<file path="config.mk">
export PLATFORM = sky130hd
export DESIGN_NAME = fifo_arbiter
export DESIGN_NICKNAME = d
export VERILOG_FILES = /design/src/rtl/fifo_arbiter_pkg.sv /design/src/rtl/fifo_arbiter_rr_grant.sv /design/src/rtl/fifo_arbiter.sv
export SDC_FILE = /design/constraint.sdc
export NUM_CORES = 1
export LEC_CHECK = 0
export BUFFER_PORTS_ARGS = -buffer_cell sky130_fd_sc_hd__buf_4
export CAP_MARGIN = 20
export CORE_MARGIN = 5
export CORE_UTILIZATION = 46
export DETAILED_ROUTE_END_ITERATION = 8
export PLACE_DENSITY = 0.79
export SETUP_SLACK_MARGIN = 0.15
export SKIP_LAST_GASP = 1
export SYNTH_ARGS = -nofsm -noshare
export SYNTH_HDL_FRONTEND = slang
export SYNTH_SLANG_ARGS = --single-unit
</file>
<file path="constraint.sdc">
create_clock -name clk -period 2.7 [get_ports clk]
set_input_delay 0.27 -clock clk [delete_from_list [all_inputs] [get_ports clk]]
set_output_delay 0.27 -clock clk [all_outputs]
set_load 0.02 [all_outputs]
</file>
<file path="src/rtl/fifo_arbiter_pkg.sv">
// Shared types and helpers for the FIFO round-robin arbiter.
package fifo_arb_pkg;

    // Destination class occupies the top bits of every data word.
    localparam int CLASS_W = 2;

    typedef enum logic [2:0] {
        ST_RESET  = 3'd0,
        ST_INIT   = 3'd1,
        ST_IDLE   = 3'd2,
        ST_ACTIVE = 3'd3,
        ST_ERROR  = 3'd4
    } state_t;

    // Width of a pointer that indexes n entries (never narrower than 1 bit).
    function automatic int ptr_width(input int n);
        return (n > 1) ? $clog2(n) : 1;
    endfunction

endpackage

</file>
<file path="src/rtl/fifo_arbiter_rr_grant.sv">
// Combinational round-robin selector: first requester strictly after ptr.
module rr_grant #(
    parameter int N  = 4,
    parameter int PW = 2
) (
    input  logic [PW-1:0] ptr,
    input  logic [N-1:0]  req,
    output logic [N-1:0]  grant,
    output logic          valid
);

    // Cyclic search starting one past the last granted index.
    always_comb begin
        int unsigned idx;
        grant = '0;
        valid = 1'b0;
        idx   = 0;
        for (int unsigned k = 1; k <= N; k++) begin
            idx = (32'(ptr) + k) % N;
            if (!valid && req[idx]) begin
                grant[idx] = 1'b1;
                valid      = 1'b1;
            end
        end
    end

endmodule

</file>
<file path="src/rtl/fifo_arbiter.sv">
// Round-robin scheduler moving words from N_IN input FIFOs to N_OUT output
// FIFOs by class, with threshold configuration and error freeze.
module fifo_arbiter
    import fifo_arb_pkg::*;
#(
    parameter int DATA_W = 6,
    parameter int ADDR_W = 2,
    parameter int N_IN   = 4,
    parameter int N_OUT  = 4
) (
    input  logic                     clk,
    input  logic                     reset,
    input  logic                     init,
    input  logic [ADDR_W-1:0]        umbral_full_in,
    input  logic [ADDR_W-1:0]        umbral_empty_in,
    input  logic [N_IN-1:0]          in_empty,
    input  logic [N_IN*DATA_W-1:0]   in_data,
    input  logic [N_OUT-1:0]         out_almost_full,
    input  logic [N_IN+N_OUT-1:0]    fifo_error,
    output logic [N_IN-1:0]          pop,
    output logic [N_OUT-1:0]         push,
    output logic [DATA_W-1:0]        data_out,
    output logic [ADDR_W-1:0]        umbral_full,
    output logic [ADDR_W-1:0]        umbral_empty,
    output logic [2:0]               state_out,
    output logic                     idle,
    output logic                     error_out
);

    localparam int PW = ptr_width(N_IN);

    state_t              state, state_n;
    logic [PW-1:0]       ptr, ptr_n;
    logic                s1_valid, s1_valid_n;
    logic [PW-1:0]       s1_sel, s1_sel_n;
    logic [N_IN-1:0]     pop_n;
    logic [N_OUT-1:0]    push_n;
    logic [DATA_W-1:0]   data_out_n;
    logic [ADDR_W-1:0]   uf_n, ue_n;
    logic [N_IN-1:0]     grant;
    logic                grant_valid;
    logic [PW-1:0]       grant_idx, pop_idx;
    logic [DATA_W-1:0]   word;
    logic [CLASS_W-1:0]  dest;

    rr_grant #(.N(N_IN), .PW(PW)) u_rr (
        .ptr   (ptr),
        .req   (~in_empty),
        .grant (grant),
        .valid (grant_valid)
    );

    // One-hot to index for the new grant and for the pop currently on the wire.
    always_comb begin
        grant_idx = '0;
        pop_idx   = '0;
        for (int unsigned i = 0; i < N_IN; i++) begin
            if (grant[i]) grant_idx = i[PW-1:0];
            if (pop[i])   pop_idx   = i[PW-1:0];
        end
    end

    // Read data of the input popped last cycle, and its destination class.
    always_comb begin
        word = in_data[32'(s1_sel)*DATA_W +: DATA_W];
        dest = word[DATA_W-1 -: CLASS_W];
    end

    // State register.
    always_ff @(posedge clk) begin
        if (reset) state <= ST_RESET;
        else       state <= state_n;
    end

    // Next state plus next values of every registered output.
    always_comb begin
        state_n    = state;
        pop_n      = '0;
        push_n     = '0;
        data_out_n = data_out;
        ptr_n      = ptr;
        s1_valid_n = |pop;
        s1_sel_n   = pop_idx;
        uf_n       = umbral_full;
        ue_n       = umbral_empty;
        case (state)
            ST_RESET: state_n = ST_INIT;
            ST_INIT: begin
                uf_n = umbral_full_in;
                ue_n = umbral_empty_in;
                if (!init) state_n = ST_IDLE;
            end
            ST_IDLE: begin
                if (init)               state_n = ST_INIT;
                else if (~in_empty != '0) state_n = ST_ACTIVE;
            end
            ST_ACTIVE: begin
                // Destination unknown before the read: every output needs slack.
                if (grant_valid && out_almost_full == '0) begin
                    pop_n = grant;
                    ptr_n = grant_idx;
                end
                if (!grant_valid && pop == '0 && !s1_valid) state_n = ST_IDLE;
            end
            ST_ERROR: ;
            default:  state_n = ST_RESET;
        endcase
        if (s1_valid) begin
            push_n[dest] = 1'b1;
            data_out_n   = word;
        end
        if (state != ST_RESET && fifo_error != '0) state_n = ST_ERROR;
        // Freeze: drop everything in flight and hold the last word.
        if (state_n == ST_ERROR) begin
            pop_n      = '0;
            push_n     = '0;
            data_out_n = data_out;
            ptr_n      = ptr;
            s1_valid_n = 1'b0;
        end
    end

    // Output, pointer and pipeline registers.
    always_ff @(posedge clk) begin
        if (reset) begin
            pop          <= '0;
            push         <= '0;
            data_out     <= '0;
            umbral_full  <= '0;
            umbral_empty <= '0;
            state_out    <= '0;
            idle         <= 1'b0;
            error_out    <= 1'b0;
            ptr          <= PW'(N_IN - 1);
            s1_valid     <= 1'b0;
            s1_sel       <= '0;
        end else begin
            pop          <= pop_n;
            push         <= push_n;
            data_out     <= data_out_n;
            umbral_full  <= uf_n;
            umbral_empty <= ue_n;
            state_out    <= state_n;
            idle         <= (state_n == ST_IDLE);
            error_out    <= (state_n == ST_ERROR);
            ptr          <= ptr_n;
            s1_valid     <= s1_valid_n;
            s1_sel       <= s1_sel_n;
        end
    end

endmodule

</file>
## Word level (Yosys, flattened, before mapping)

Index checks and enable logic that the tools add are counted.

- $add $sub $neg: 4
- Order comparisons: 10
- Reduce and logical (&&, ||, !) cells: 29
- Shift operators: 1
- Eq/ne operators: 6
- Multiplexer cells: 38
- Bitwise logic cells: 8
- Multipliers: 1

Operators by type and width:

| cell | number |
|---|---|
| 24-bit by 6-bit variable part select with 6-bit output | 1 |
| 4-bit 2-to-1 mux | 4 |
| 2-bit by 3-bit less-than comparator with 1-bit output, second input constant | 5 |
| 1-bit 2-to-1 mux | 15 |
| 3-bit 2-to-1 mux | 5 |
| 3-bit one-hot mux with 5 select lines | 1 |
| 1-bit logical AND | 12 |
| 4-bit OR | 3 |
| 1-bit demux with 2-bit select | 5 |
| 2-bit by 1-bit greater-or-equal comparator with 1-bit output, second input constant | 5 |
| 3-bit by 2-bit equality test with 1-bit output, second input constant | 3 |
| 1-bit binary-select mux with 2-bit select | 4 |
| 4-bit zero test | 2 |
| 2-bit 2-to-1 mux | 4 |
| 8-bit nonzero test | 1 |
| 4-bit OR reduction | 2 |
| 3-bit equality test, second input constant | 2 |
| 1-bit zero test | 5 |
| 2-bit by 1-bit adder with 2-bit output, second input constant | 2 |
| 2-bit adder, second input constant | 2 |
| 2-bit by 2-bit multiplier with 4-bit output, second input constant | 1 |
| 1-bit NOT | 4 |
| 4-bit NOT | 1 |
| 4-bit nonzero test | 1 |
| other kinds (7) | 7 |

- Bits in registers: 28

## Depth between registers and ports, before layout

- Depth after elaboration: 22
- Depth in mapped cells: 8
- Mapped depth without buffers: 8

## Cells and area by module

From an unflattened synthesis, not the netlist that was laid out.

- Cell total of the unflattened synthesis: 164
- Area, all modules: 1666.6 µm²

Modules (own cells, without submodules):

| module | seq. area each (µm²) | instances | area each (µm²) | cells an instance |
|---|---|---|---|---|
| fifo_arbiter | 560.5 | 1 | 1251.2 | 116 |
| rr_grant | 0.0 | 1 | 415.4 | 48 |

## Worst setup path before layout

OpenSTA, ideal clock, no wires.

- Path type: flip-flop to flip-flop
- Start: reg ptr[1]
- End: reg ptr[0]
- Period minus slack after synthesis: 2.092 ns
- Setup slack: 0.608 ns
- Cell stages (with the launch flop): 9
- Path buffers: 0
- Required time: 2.626 ns
- Arrival time: 2.018 ns
- Setup time: 0.074 ns
- Cell sequence: dfxtp_1 -> inv_1 -> ha_1 -> mux2_2 -> nor2_1 -> o211ai_1 -> a41o_1 -> a21o_1 -> a31oi_1

- Longest elaborated chain between the ends: 22
- Elaborated cells on any way between the ends: 62

Ends and longest elaborated chain:

| item | RTL line | text |
|---|---|---|
| start: declaration | fifo_arbiter.sv:33 | `logic [PW-1:0] ptr, ptr_n;` |
| start signal: assignment | fifo_arbiter.sv:134 | `ptr <= PW'(N_IN - 1);` |
| start signal: assignment | fifo_arbiter.sv:146 | `ptr <= ptr_n;` |
| 2-bit by 1-bit adder with 2-bit output | fifo_arbiter_rr_grant.sv:19 | `idx = (32'(ptr) + k) % N;` |
| 1-bit binary-select mux with 2-bit select | fifo_arbiter_rr_grant.sv:20 | `if (!valid && req[idx]) begin` |
| 1-bit 2-to-1 mux (implied by the code) | fifo_arbiter_rr_grant.sv:20 |  |
| 1-bit 2-to-1 mux | fifo_arbiter_rr_grant.sv:20 |  |
| 1-bit zero test | fifo_arbiter_rr_grant.sv:20 |  |
| 1-bit logical AND | fifo_arbiter_rr_grant.sv:20 |  |
| 1-bit 2-to-1 mux | fifo_arbiter_rr_grant.sv:20 |  |
| 1-bit zero test | fifo_arbiter_rr_grant.sv:20 |  |
| [... 5 more ...] | n/a |  |
| 1-bit zero test | fifo_arbiter.sv:103 | `if (!grant_valid && pop == '0 && !s1_valid) state_n = ST_IDLE;` |
| 1-bit logical AND (2 in series) | fifo_arbiter.sv:103 |  |
| 3-bit 2-to-1 mux | fifo_arbiter.sv:103 |  |
| 3-bit one-hot mux with 5 select lines | fifo_arbiter.sv:86 | `case (state)` |
| 3-bit 2-to-1 mux | fifo_arbiter.sv:112 | `if (state != ST_RESET && fifo_error != '0) state_n = ST_ERROR;` |
| 3-bit equality test | fifo_arbiter.sv:114 | `if (state_n == ST_ERROR) begin` |
| 1-bit NOT (no line) | n/a |  |
| 3-bit AND reduction (no line) | n/a |  |

Parallel ways exist; a longest one is shown, timed or not. The select of a mux whose other input is x is not followed.
A chain may end at the register's enable or synchronous reset.

## Worst setup path in the final report

Same ends and word-level chain as after synthesis.

==> reports/metrics.csv <==
stage,metric,value,unit
synthesis,synth-edff-count,0,
drt,drt.antenna.violating_nets,0,
worst_setup_path,crit_end,ptr[0],
drt,drc,0,
grt,grt_usage,0.165,
worst_setup_path,cp-end-kind,flip-flop,
synthesis,syn-cell-area,1530,µm²
worst_setup_path,reg2reg_slack,0.39,ns
timing,tightestPinTransition,0.522,ns
job,cap_violations,0,
floorplanning,die_w,67.6,µm
timing,fin_hold_ws,0.162,ns
floorplanning,dieArea,4570,µm²
power_and_ir_drop,ir_drop,0.168,mV
timing,finalSetupViolations,0,
drt,drtIter0Drc,85,
timing,worst_slack,0.387,ns
timing,final.setup.tns,0,ns
worst_setup_path,regToRegStartpoint,ptr[1],
drt,wirelength,3.80,mm
floorplanning,io_pins,70,
worst_setup_path,required,2.98,ns
cts,cts_setup_buffers,0,
worst_setup_path,r2r_cells,8,
cts,cts_hold_buffers,0,
place,place_ws,0.428,ns
floorplanning,initial_utilization,0.465,
cts,cts_buffers,3,
run_status,status,finished clean,
synthesis,syn_inst,162,
worst_setup_path,critPathKind,reg2reg,
worst_setup_path,r2r_end,ptr[0],
timing,period_needed,2.31,ns
place,placed_area,2070,µm²
timing,clock_skew,0.00416,ns
place,io_buffers,69,
timing,rsz0062_at_grt,false,
drt,viasPerCell,5.32,
power_and_ir_drop,p_sw,194,µW
power_and_ir_drop,power_frac_seq,0.547,
cts,htree_levels,1,
layout,finalNetCount,281,
floorplanning,rows,21,
power_and_ir_drop,power_frac_clock,0.259,
drt,vias,1463,
power_and_ir_drop,combPwrFrac,0.194,
place,hpwl,3.00,mm
synthesis,ys_ff_latch,28,
grt,grt_overflow_total,0,
layout,drive_gt1_frac,0.384,
grt,antenna_found_initial,0,
layout,regArea,561,µm²
grt,grt_pass1_wl,5.83,mm
synthesis,avgSynthCellArea,9.42,µm²
layout,multi_input_area,893,µm²
grt,grt_max_degree,25,
layout,final_common_cell,buf_4,
drt,first_pass_iters,4,
worst_setup_path,startpoint,ptr[1],
worst_setup_path,worstPathArrival,2.59,ns
cts,clockBufferDepth,2,
grt,grt_pass1_vias,1321,
power_and_ir_drop,cellLeakagePower,0.000948,µW
cts,ctsResizeCount,0,
synthesis,syn_nets,213,
timing,slew_headroom,0.652,
synthesis,yosysSeqAreaShare,0.367,
min_path,hold_start,umbral_full_in[0],
synthesis,async_reset_ff_frac,0,
timing,drv_slew,0,
min_path,min_path_type,in2reg,
timing,hold_violations,0,
place,gp_congestion,0.855,
synthesis,synth_flop_cell,dfxtp_1,
power_and_ir_drop,switching_share,0.247,
cts,clock_latency,0.33,ns
floorplanning,die_h,67.6,µm
timing,min_period_over_period,0.857,
drt,wl_per_cell,13.8,µm
cts,cts_tree,done,
power_and_ir_drop,intPower,592,µW
layout,area_growth,37.8,%
floorplanning,coreArea,3280,µm²
layout,layout_common_cells,"70 x buf_4, 30 x nor2_1, 28 x dfxtp_1",
synthesis,synth_warnings,0,
synthesis,yosysUniqueCellTypes,39,
worst_setup_path,cp_max_fo,10,
power_and_ir_drop,power.density,373,nW/µm²
cts,cts_sinks,28,
layout,fin_util,0.640,
timing,max_freq,432,MHz
cts,path_clk_slew,0.14,ns
layout,final_area,2100,µm²
layout,fill_cells,262,
cts,clockRootBuffer,clkbuf_4,
layout,diodes,0,
worst_setup_path,start_kind,flip-flop,
==> worst max-delay path, cell delays in order, from the launching register on <==
cell	delay [ns]
dfxtp_1	0.52
inv_1	0.17
ha_1	0.36
mux2_2	0.35
nor2_1	0.16
o211ai_1	0.13
a41o_1	0.28
a21o_1	0.18
a31oi_1	0.11
==> layer usage <==
layer	GRT usage	part of all wire	up-vias
li1	-	-	730
met1	0.192	0.38	685
met2	0.294	0.53	41
met3	0.0283	0.067	7
met4	0.0709	0.019	0
met5	0	0	-
==> cells in the mapped netlist (5+ instances only) <==
library cell  number  area share
a21oi_1            5       0.016
dfxtp_1           28        0.37
inv_1              8       0.020
mux2i_1           11       0.072
mux4_2             7        0.10
nand2_1            6       0.015
nor2_1            30       0.074
nor3_1             5       0.016
nor4_1             5       0.020
==> cell type report <==
| cell class | count | area share |
|---|---|---|
| tap | 46 | 0.0274 |
| sequential | 28 | 0.267 |
| multi-input combinational | 119 | 0.425 |
| clock buffer | 4 | 0.0173 |
| timing repair buffer | 70 | 0.250 |
| inverter | 8 | 0.0143 |
==> power by group through the flow <==
stage	logic [µW]	registers (µW)	clock network (µW)
final	152	429	204
after global routing	165	431	225
after CTS	153	429	212
after detailed placement	153	438	0
after global placement	150	438	0
after floorplan	63.6	449	0
==> worst min-delay path by stage <==
| stage | endpoint | depth (start not counted) |
|---|---|---|
| after floorplan | state_out[1] | 1 |
| after global placement | push[1] | 2 |
| after detailed placement | push[1] | 2 |
| after CTS | umbral_full[0] | 3 |
| after global routing | umbral_empty[1] | 3 |
| final | umbral_full[0] | 3 |
==> state kept, by name (all words and copies together), names as in the netlist <==
signal,flops
ptr,2
umbral_empty,2
pop,4
data_out,6
s1_sel,2
push,4
state_out,3
umbral_full,2
s1_valid,1
error_out,1
idle,1
==> stage by stage <==
| step | power (µW) | std cells |
|---|---|---|
| 3_3_place_gp | 589 | 271 |
| 3_5_place_dp | 591 | 271 |
| 6_report | 785 | 275 |
| 5_1_grt | 821 | 275 |
| 2_1_floorplan | 512 | 162 |
| 4_1_cts | 794 | 275 |
==> cells by family (layout without fill, tap and decap cells) <==
| logic type | after synthesis | in the layout | share of synthesized area |
|---|---|---|---|
| buf+inv | 15 | 82 | 0.0475 |
| mux | 24 | 24 | 0.229 |
| simple gates | 67 | 67 | 0.219 |
| flops | 28 | 28 | 0.367 |
| compound gates | 24 | 24 | 0.105 |
| fa+ha+maj | 4 | 4 | 0.0328 |
(Power assumes the default switching activity.)
